## config.mk

```make
export PLATFORM = sky130hd
export DESIGN_NAME = usb_host_piso
export DESIGN_NICKNAME = d
export VERILOG_FILES = /design/src/rtl/usb_host_piso_pkg.sv /design/src/rtl/usb_crc5.sv /design/src/rtl/usb_host_piso.sv
export SDC_FILE = /design/constraint.sdc
export NUM_CORES = 1
export LEC_CHECK = 0
export CORE_ASPECT_RATIO = 2
export CORE_MARGIN = 3
export CORE_UTILIZATION = 29
export DETAILED_ROUTE_END_ITERATION = 16
export PLACE_DENSITY = 0.54
export SLEW_MARGIN = 20
export SYNTH_ARGS = -nofsm -noshare
export SYNTH_HDL_FRONTEND = slang
export SYNTH_SLANG_ARGS = --single-unit
```

## constraint.sdc

```tcl
create_clock -name clock -period 1.9 [get_ports clock]
set_input_delay 0.285 -clock clock [delete_from_list [all_inputs] [get_ports clock]]
set_output_delay 0.285 -clock clock [all_outputs]
set_load 0.005 [all_outputs]
```

## src/rtl/usb_host_piso_pkg.sv

```systemverilog
`default_nettype none
// ============================================================================
// Module  : usb_host_piso_pkg
// Purpose : Shared request-type codes, field constants and FSM encodings for
//           the USB host parallel-in/serial-out field generator.
// Revision: 1.0 - initial release
// ============================================================================
package usb_host_piso_pkg;

  localparam int C_TYPE_W = 3;
  typedef logic [C_TYPE_W-1:0] req_type_t;

  localparam req_type_t C_TYPE_NULL         = 3'd0;
  localparam req_type_t C_TYPE_SYNC         = 3'd1;
  localparam req_type_t C_TYPE_PID_READ     = 3'd2;
  localparam req_type_t C_TYPE_READ_ADDRESS = 3'd3;
  localparam req_type_t C_TYPE_PASS_THROUGH = 3'd4;
  localparam req_type_t C_TYPE_MAX          = 3'd4;

  // Bit 7 set: seven zeros then a one on the wire, LSB first
  localparam logic [7:0] C_SYNC_PATTERN = 8'h80;
  localparam logic [7:0] C_PID_IN       = 8'h69;

  localparam int C_ST_W = 3;
  localparam logic [C_ST_W-1:0] C_ST_IDLE  = 3'd0;
  localparam logic [C_ST_W-1:0] C_ST_LOAD  = 3'd1;
  localparam logic [C_ST_W-1:0] C_ST_SHIFT = 3'd2;
  localparam logic [C_ST_W-1:0] C_ST_STUFF = 3'd3;
  localparam logic [C_ST_W-1:0] C_ST_GAP   = 3'd4;

endpackage
`default_nettype wire

```

## src/rtl/usb_crc5.sv

```systemverilog
`default_nettype none
// ============================================================================
// Module  : usb_crc5
// Purpose : Serial USB token CRC5 (x^5+x^2+1, seed all-ones, inverted out).
// Revision: 1.0 - initial release
// ============================================================================
module usb_crc5 (
  input  logic       clock,
  input  logic       reset,
  input  logic       clear,
  input  logic       enable,
  input  logic       data_in,
  output logic [4:0] crc_out
);

  logic [4:0] r_crc;
  logic       w_fb;

  assign w_fb = data_in ^ r_crc[4];

  always_ff @(posedge clock) begin
    if (reset || clear) begin
      r_crc <= 5'h1F;
    end else if (enable) begin
      r_crc <= {r_crc[3:0], 1'b0} ^ (w_fb ? 5'b00101 : 5'b00000);
    end
  end

  assign crc_out = ~r_crc;

endmodule
`default_nettype wire

```

## src/rtl/usb_host_piso.sv

```systemverilog
`default_nettype none
// ============================================================================
// Module  : usb_host_piso
// Purpose : Serializes SYNC / IN PID / address+endpoint+CRC5 / FIFO bytes,
//           LSB first. Optional bit stuffing via USB_PISO_BIT_STUFF_EN.
// Revision: 1.0 - initial release
// ============================================================================
module usb_host_piso
  import usb_host_piso_pkg::*;
(
  input  logic       clock,
  input  logic       reset,
  input  logic       request_serial_data,
  input  logic [2:0] request_serial_data_type,
  input  logic [6:0] device_address,
  input  logic [3:0] endpoint,
  input  logic [7:0] fifo_data,
  input  logic       fifo_empty,
  output logic       fifo_read,
  output logic       serial_data,
  output logic       serial_data_val,
  output logic       serial_data_last,
  output logic       serial_data_avail
);

  logic [C_ST_W-1:0] r_state;
  logic [C_ST_W-1:0] w_next_state;
  req_type_t         r_type;
  logic [15:0]       r_shift;
  logic [3:0]        r_count;
  logic [3:0]        r_len_m1;
  logic              r_pt_wait;
  logic              r_more;
  logic              r_rd_d;
  logic [7:0]        r_next_byte;
  logic              r_avail;
  logic [7:0]        w_next_byte;
  logic              w_word_end;
  logic              w_final;
  logic              w_bit;
  logic              w_stuff;
  logic              w_crc_en;
  logic              w_crc_clr;
  logic [2:0]        w_crc_sel;
  logic [4:0]        w_crc;
`ifdef USB_PISO_BIT_STUFF_EN
  logic [2:0]        r_ones;
  logic              r_final;
`endif

  // FIFO data is only valid the cycle after the pop, so hold it for later use
  assign w_next_byte = r_rd_d ? fifo_data : r_next_byte;
  assign w_word_end  = (r_count == r_len_m1);
  assign w_final     = w_word_end && !r_more;
  // CRC bits 11..15 go out c4 first
  assign w_crc_sel   = 3'd7 - r_count[2:0];
  assign w_bit       = (r_type == C_TYPE_READ_ADDRESS && r_count >= 4'd11) ?
                       w_crc[w_crc_sel] : r_shift[0];
  assign w_crc_clr   = (r_state == C_ST_LOAD);
  assign w_crc_en    = (r_state == C_ST_SHIFT) && (r_type == C_TYPE_READ_ADDRESS) &&
                       (r_count < 4'd11);
`ifdef USB_PISO_BIT_STUFF_EN
  assign w_stuff     = (r_ones == 3'd5) && w_bit;
`else
  assign w_stuff     = 1'b0;
`endif
  assign serial_data_avail = r_avail;

  usb_crc5 u_crc5 (
    .clock   (clock),
    .reset   (reset),
    .clear   (w_crc_clr),
    .enable  (w_crc_en),
    .data_in (r_shift[0]),
    .crc_out (w_crc)
  );

  always_ff @(posedge clock) begin
    if (reset) r_state <= C_ST_IDLE;
    else       r_state <= w_next_state;
  end

  always_comb begin
    w_next_state = r_state;
    case (r_state)
      C_ST_IDLE: begin
        if (request_serial_data && request_serial_data_type != C_TYPE_NULL &&
            request_serial_data_type <= C_TYPE_MAX)
          w_next_state = C_ST_LOAD;
      end
      C_ST_LOAD: begin
        if (!request_serial_data) w_next_state = C_ST_IDLE;
        else begin
          case (r_type)
            C_TYPE_SYNC, C_TYPE_PID_READ, C_TYPE_READ_ADDRESS: w_next_state = C_ST_SHIFT;
            C_TYPE_PASS_THROUGH: begin
              if (r_pt_wait)       w_next_state = C_ST_SHIFT;
              else if (fifo_empty) w_next_state = C_ST_GAP;
            end
            default: w_next_state = C_ST_GAP;
          endcase
        end
      end
      C_ST_SHIFT: begin
        if (!request_serial_data) w_next_state = C_ST_IDLE;
        else if (w_stuff)         w_next_state = C_ST_STUFF;
        else if (w_final)         w_next_state = C_ST_GAP;
      end
`ifdef USB_PISO_BIT_STUFF_EN
      C_ST_STUFF: begin
        if (!request_serial_data) w_next_state = C_ST_IDLE;
        else if (r_final)         w_next_state = C_ST_GAP;
        else                      w_next_state = C_ST_SHIFT;
      end
`endif
      default: w_next_state = C_ST_IDLE;
    endcase
  end

  // Outputs are gated by the request so an abort silences them immediately
  always_comb begin
    fifo_read        = 1'b0;
    serial_data      = 1'b0;
    serial_data_val  = 1'b0;
    serial_data_last = 1'b0;
    case (r_state)
      C_ST_LOAD: begin
        if (request_serial_data && r_type == C_TYPE_PASS_THROUGH && !r_pt_wait) begin
          fifo_read        = !fifo_empty;
          serial_data_last = fifo_empty;
        end
      end
      C_ST_SHIFT: begin
        serial_data      = request_serial_data && w_bit;
        serial_data_val  = request_serial_data;
        serial_data_last = request_serial_data && w_final && !w_stuff;
        fifo_read        = request_serial_data && (r_type == C_TYPE_PASS_THROUGH) &&
                           (r_count == 4'd6) && !fifo_empty;
      end
`ifdef USB_PISO_BIT_STUFF_EN
      C_ST_STUFF: begin
        serial_data_val  = request_serial_data;
        serial_data_last = request_serial_data && r_final;
      end
`endif
      default: ;
    endcase
  end

  always_ff @(posedge clock) begin
    if (reset) begin
      r_type      <= C_TYPE_NULL;
      r_shift     <= 16'h0000;
      r_count     <= 4'd0;
      r_len_m1    <= 4'd0;
      r_pt_wait   <= 1'b0;
      r_more      <= 1'b0;
      r_rd_d      <= 1'b0;
      r_next_byte <= 8'h00;
      r_avail     <= 1'b0;
`ifdef USB_PISO_BIT_STUFF_EN
      r_ones      <= 3'd0;
      r_final     <= 1'b0;
`endif
    end else begin
      r_avail <= ~fifo_empty;
      r_rd_d  <= fifo_read;
      if (r_rd_d) r_next_byte <= fifo_data;
      case (r_state)
        C_ST_IDLE: begin
          r_count   <= 4'd0;
          r_pt_wait <= 1'b0;
          r_more    <= 1'b0;
`ifdef USB_PISO_BIT_STUFF_EN
          r_ones    <= 3'd0;
          r_final   <= 1'b0;
`endif
          if (w_next_state == C_ST_LOAD) r_type <= request_serial_data_type;
        end
        C_ST_LOAD: begin
          r_count <= 4'd0;
          r_more  <= 1'b0;
          case (r_type)
            C_TYPE_SYNC: begin
              r_shift  <= {8'h00, C_SYNC_PATTERN};
              r_len_m1 <= 4'd7;
            end
            C_TYPE_PID_READ: begin
              r_shift  <= {8'h00, C_PID_IN};
              r_len_m1 <= 4'd7;
            end
            C_TYPE_READ_ADDRESS: begin
              r_shift  <= {5'b00000, endpoint, device_address};
              r_len_m1 <= 4'd15;
            end
            C_TYPE_PASS_THROUGH: begin
              if (r_pt_wait) begin
                r_shift  <= {8'h00, w_next_byte};
                r_len_m1 <= 4'd7;
              end else begin
                r_pt_wait <= fifo_read;
              end
            end
            default: ;
          endcase
        end
        C_ST_SHIFT: begin
          if (w_word_end && r_more) begin
            r_shift <= {8'h00, w_next_byte};
            r_count <= 4'd0;
            r_more  <= 1'b0;
          end else begin
            r_shift <= {1'b0, r_shift[15:1]};
            r_count <= r_count + 4'd1;
          end
          if (fifo_read) r_more <= 1'b1;
`ifdef USB_PISO_BIT_STUFF_EN
          r_final <= w_final;
          r_ones  <= w_stuff ? 3'd0 : (w_bit ? r_ones + 3'd1 : 3'd0);
`endif
        end
        default: ;
      endcase
    end
  end

endmodule
`default_nettype wire

```

# Word-level counts from Yosys, hierarchy flattened
# Cells that the tools add are included.
# word_totals
reg_bits	47
output_inout_bits	5
wordCells	99
# classes
n_mux	33
reduce_logical	31
n_addsub	2
eq_ne	14
magnitude_cmp	4
n_bitwise	4
# op_table
op	n
one-hot mux 16 bit (4 select lines)	1
one-hot mux 16 bit (2 select lines)	1
two-way mux 3 bit	7
two-way mux 16 bit	1
two-way mux 15 bit	1
logical AND 1 bit	13
one-hot mux 4 bit (3 select lines)	1
two-way mux 1 bit	10
equality test 3 x 1 -> 1 bit (second input constant)	3
equality test 3 x 2 -> 1 bit (second input constant)	3
one-hot mux 3 bit (3 select lines)	1
two-way mux 4 bit	2
two-way mux 8 bit	1
one-hot mux 1 bit (2 select lines)	4
one-hot mux 4 bit (2 select lines)	1
one-hot mux 3 bit (2 select lines)	1
AND reduction 2 bit	3
AND reduction 3 bit	2
nonzero test 2 bit	3
nonzero test 3 bit	2
!= test 5 bit (second input constant)	1
NOT 5 bit	1
bitwise XOR 5 bit	1
adder 4 x 1 -> 4 bit (second input constant)	1
19 further kinds	23

# Logic depth before layout (Yosys ltp)
# depth
depth_word	8
mapped_depth	6
mapped_depth_nobuf	6

# Modules after synthesis
# From an unflattened synthesis, not the netlist that was laid out.
# unflattened
hier_cells	242
area_unflattened_um2	2224.6
# by_module_without_submodules
module	seq_area_each_um2	cells_per_inst	area_per_inst_um2	instances
usb_host_piso	700.7	217	1995.7	1
usb_crc5	100.1	25	229.0	1

# Least setup slack after synthesis
# OpenSTA, ideal clock, no wires.
# synth_timing
path_kind	register to output
from	reg r_count[0]
to	out serial_data
path_stages_with_launch	5
path_buffers	0
slack_ns	0.155
required_ns	1.615
arrival_time_ns	1.460
cell_sequence	dfxtp_1 > mux4_1 > nor2b_1 > a311oi_1 > a211oi_1
# synth_via
elab_chain_cells	6
# synth_lines
element	line	source
from (decl)	usb_host_piso.sv:30	logic [3:0] r_count;
from (signal assigned)	usb_host_piso.sv:214	r_count <= r_count + 4'd1;
subtractor 3 bit	usb_host_piso.sv:56	assign w_crc_sel = 3'd7 - r_count[2:0];
binary-select mux 1 bit (select 3 bit)	usb_host_piso.sv:58	w_crc[w_crc_sel] : r_shift[0];
two-way mux 1 bit (implied by the code)	usb_host_piso.sv:58	
two-way mux 1 bit (*)	usb_host_piso.sv:57	assign w_bit = (r_type == C_TYPE_READ_ADDRESS && r_count >= 4'd11) ?
logical AND 1 bit (*)	usb_host_piso.sv:134	serial_data = request_serial_data && w_bit;
two-way mux 1 bit (*)	usb_host_piso.sv:126	case (r_state)
to (decl)	usb_host_piso.sv:20	output logic serial_data,
# Every way passes the cells marked *; elsewhere a longest branch is shown, timed or not. The select of a mux whose other input is x is not followed.

# Worst setup path in the final report
# Ends and elaborated chain as after synthesis.

==> metrics <==
status complete, but fails checks; failing checks negative setup slack; global route overflow 0; power after layout 2.01 mW; top fanout value on the critical path 2; WL final 5930 µm; Yosys cell types 51; pwr dens 662 mW/mm²; Ys Warns 0; final worst slack -0.0602 ns; initial DRC count 84; multi-input combinational cell area 0.00127 mm²; Storage cell area about 820 µm²; Core Box Area 0.00732 mm²; post-cts hold buffer count 0; TritonCTS buffer count 5; Ant. Diodes 0; Seq/Total Area, Yosys 0.365; CP endpoint kind output port; worst r2r dst r_shift[2]; Via density 4.92; DRT Pass-1 Iters 4; Max clock buf depth 2; cell area after synthesis between 0.002 and 0.0025 mm²; Die H between 100 and 150 µm; Critical Path RT 1.62 ns; DR WL/cell 15.0 µm; Post-synth EDFFs 0; R2R Setup Slk 0.22 ns; Synth Instances about 240; post-synth net total approximately 270; post-synth top area share 0.365; # nets final 331; initial antenna violation count 0; r2r startpoint r_type[2]; die width 67.5 µm; asr flop ratio synth 0; number of cells on the worst reg-to-reg path 7; P&R area growth vs syn 38.7%; global-route wire length before repair 10000 µm; # fillers 721; f_max 510 MHz; ratio of cells with drive above 1 in the final layout 0.280; Worst Setup Start Kind flip-flop; Slew headroom 0.666; GP Congestion 0.854; max-slew violation count 0; Initial Util 0.300; antenna viol nets, final 0; CP arrival roughly 1.7 ns; clk_skew about 0.0046 ns; htree depth 2; worst skew pair latency 0.29 ns; leakage approximately 1.3 nW; Max Cap Violations 0; Hold Path Depth 2; final core utilization 0.416; Root Buffer clkbuf_16; HP Class reg2reg; synth top area cells dfxtp_1 37%, mux2i_1 15%, nor2_1 3.8%; Final setup viols 2; total track usage 0.152; Syn Area/Cell 9.22 µm²; #FFs+latches synth 40; slew of the pin with the lowest slew margin 0.501 ns; I/O Pins 31; worst vdd ir roughly 0.00037 V; row cnt 44; clock-pin slew on the worst setup and hold paths 0.06 ns; Hold Crit Endpoint r_shift[10]; Top FF cell, synth dfxtp_1; min-delay src r_shift[10]; critical path class reg2out; DRC 0; most common cell after layout, fill and taps aside buf_4; HPWL reported at the end of detailed placement 4420 µm; Worst Setup SP r_count[0]; Die Area around 0.0087 mm²; TritonCTS clock tree built; Final Cycle Share 1.03; RSZ-0062 raised after global routing yes; most frequent cells in the layout 44 x buf_4, 32 x mux2i_1, 32 x dfxtp_1; minimum clock period 1.96 ns; area leader, netlist dfxtp_1; pre-CTS WS -0.365 ns; vias in the first global route 2024; largest net degree at the start of global routing 15; Final Hold Viols 0; TritonCTS Sinks 40; port bufs 30; via count between 1.5k and 2k
[area by class of cell]
cell class	instances	area share
Clock inverter	3	0.0140
Timing Repair Buffer	75	0.206
Tap cell	92	0.0378
Sequential cell	40	0.268
Multi-Input combinational cell	169	0.418
Inverter	12	0.0148
Clock buffer	5	0.0411
[worst max path at each step]
stage | to | slack [ns] | cells past startpoint
after floorplan | serial_data | 0.15 | 4
after global placement | serial_data_last | -0.31 | 5
after detailed placement | serial_data | -0.36 | 5
after CTS | serial_data | -0.08 | 5
after global routing | serial_data | -0.14 | 5
final | serial_data | -0.06 | 5
[metrics by stage]
step / instance area (µm²) / instances / hold WS [ns] / setup TNS (ns)
CTS: 3030 / 394 / 0.470 / -0.136
global route: 3040 / 396 / 0.513 / -0.249
detailed placement: 2810 / 383 / 0.454 / -1.44
floorplan: 2190 / 238 / 0.357 / 0
global placement: 2810 / 383 / 0.444 / -1.33
finish: 3040 / 396 / 0.464 / -0.112
[critical path, cell delays in order (launching register included)]
cell and delay (ns):
dfxtp_2 0.35, mux4_2 0.49, nor2b_1 0.13, a311oi_1 0.07, a211oi_2 0.20, buf_2 0.15
[where the power goes]
group	total, mW	internal [mW]	switching (mW)
registers	0.854	0.847	0.00740
logic	0.196	0.113	0.0829
clock network	0.964	0.617	0.347
total	2.01	1.58	0.437
[state kept, by name, summed over array words and instances, names as in the netlist]
signal,flops
r_state,3
r_count,4
serial_data_avail,1
r_more,1
r_pt_wait,1
u_crc5.r_crc,5
r_shift,11
r_next_byte,8
r_len_m1,2
r_rd_d,1
r_type,3
[metal layers]
metal	wire, µm	track usage
met1	2350	0.166
met2	3260	0.268
met3	180	0.0271
met4	141	0.0801
met5	0	0
[logic make-up after synthesis]
family | synth area share
simple gates | 0.225
compound gates | 0.164
flops | 0.365
mux | 0.158
buf+inv | 0.0645
xor+xnor | 0.0120
fa+ha+maj | 0.0114
[synthesized netlist by cell type (all sizes together), types with 2 or more instances]
library cell,count
xnor2,3
o211ai,4
nor2,23
nor3b,4
o2bb2ai,3
nor2b,7
dfxtp,40
a21oi,5
a21o,2
ha,2
and2,4
buf,14
a31oi,4
or3,2
o22ai,13
clkbuf,3
a2bb2oi,2
o21ai,8
mux2i,32
nand3,8
inv,12
nand4b,2
a211oi,5
nand4bb,2
or2,2
nand2,13
nor3,4
[timing repair]
item / CTS / global route
gates resized for setup: 28 / 4
endpoints found under the hold margin: 0 / 0
endpoints found under the setup margin: 4 / 5
setup buffers: 3 / 2
pin swaps: 6 / 2
(Power assumes the default switching activity.)
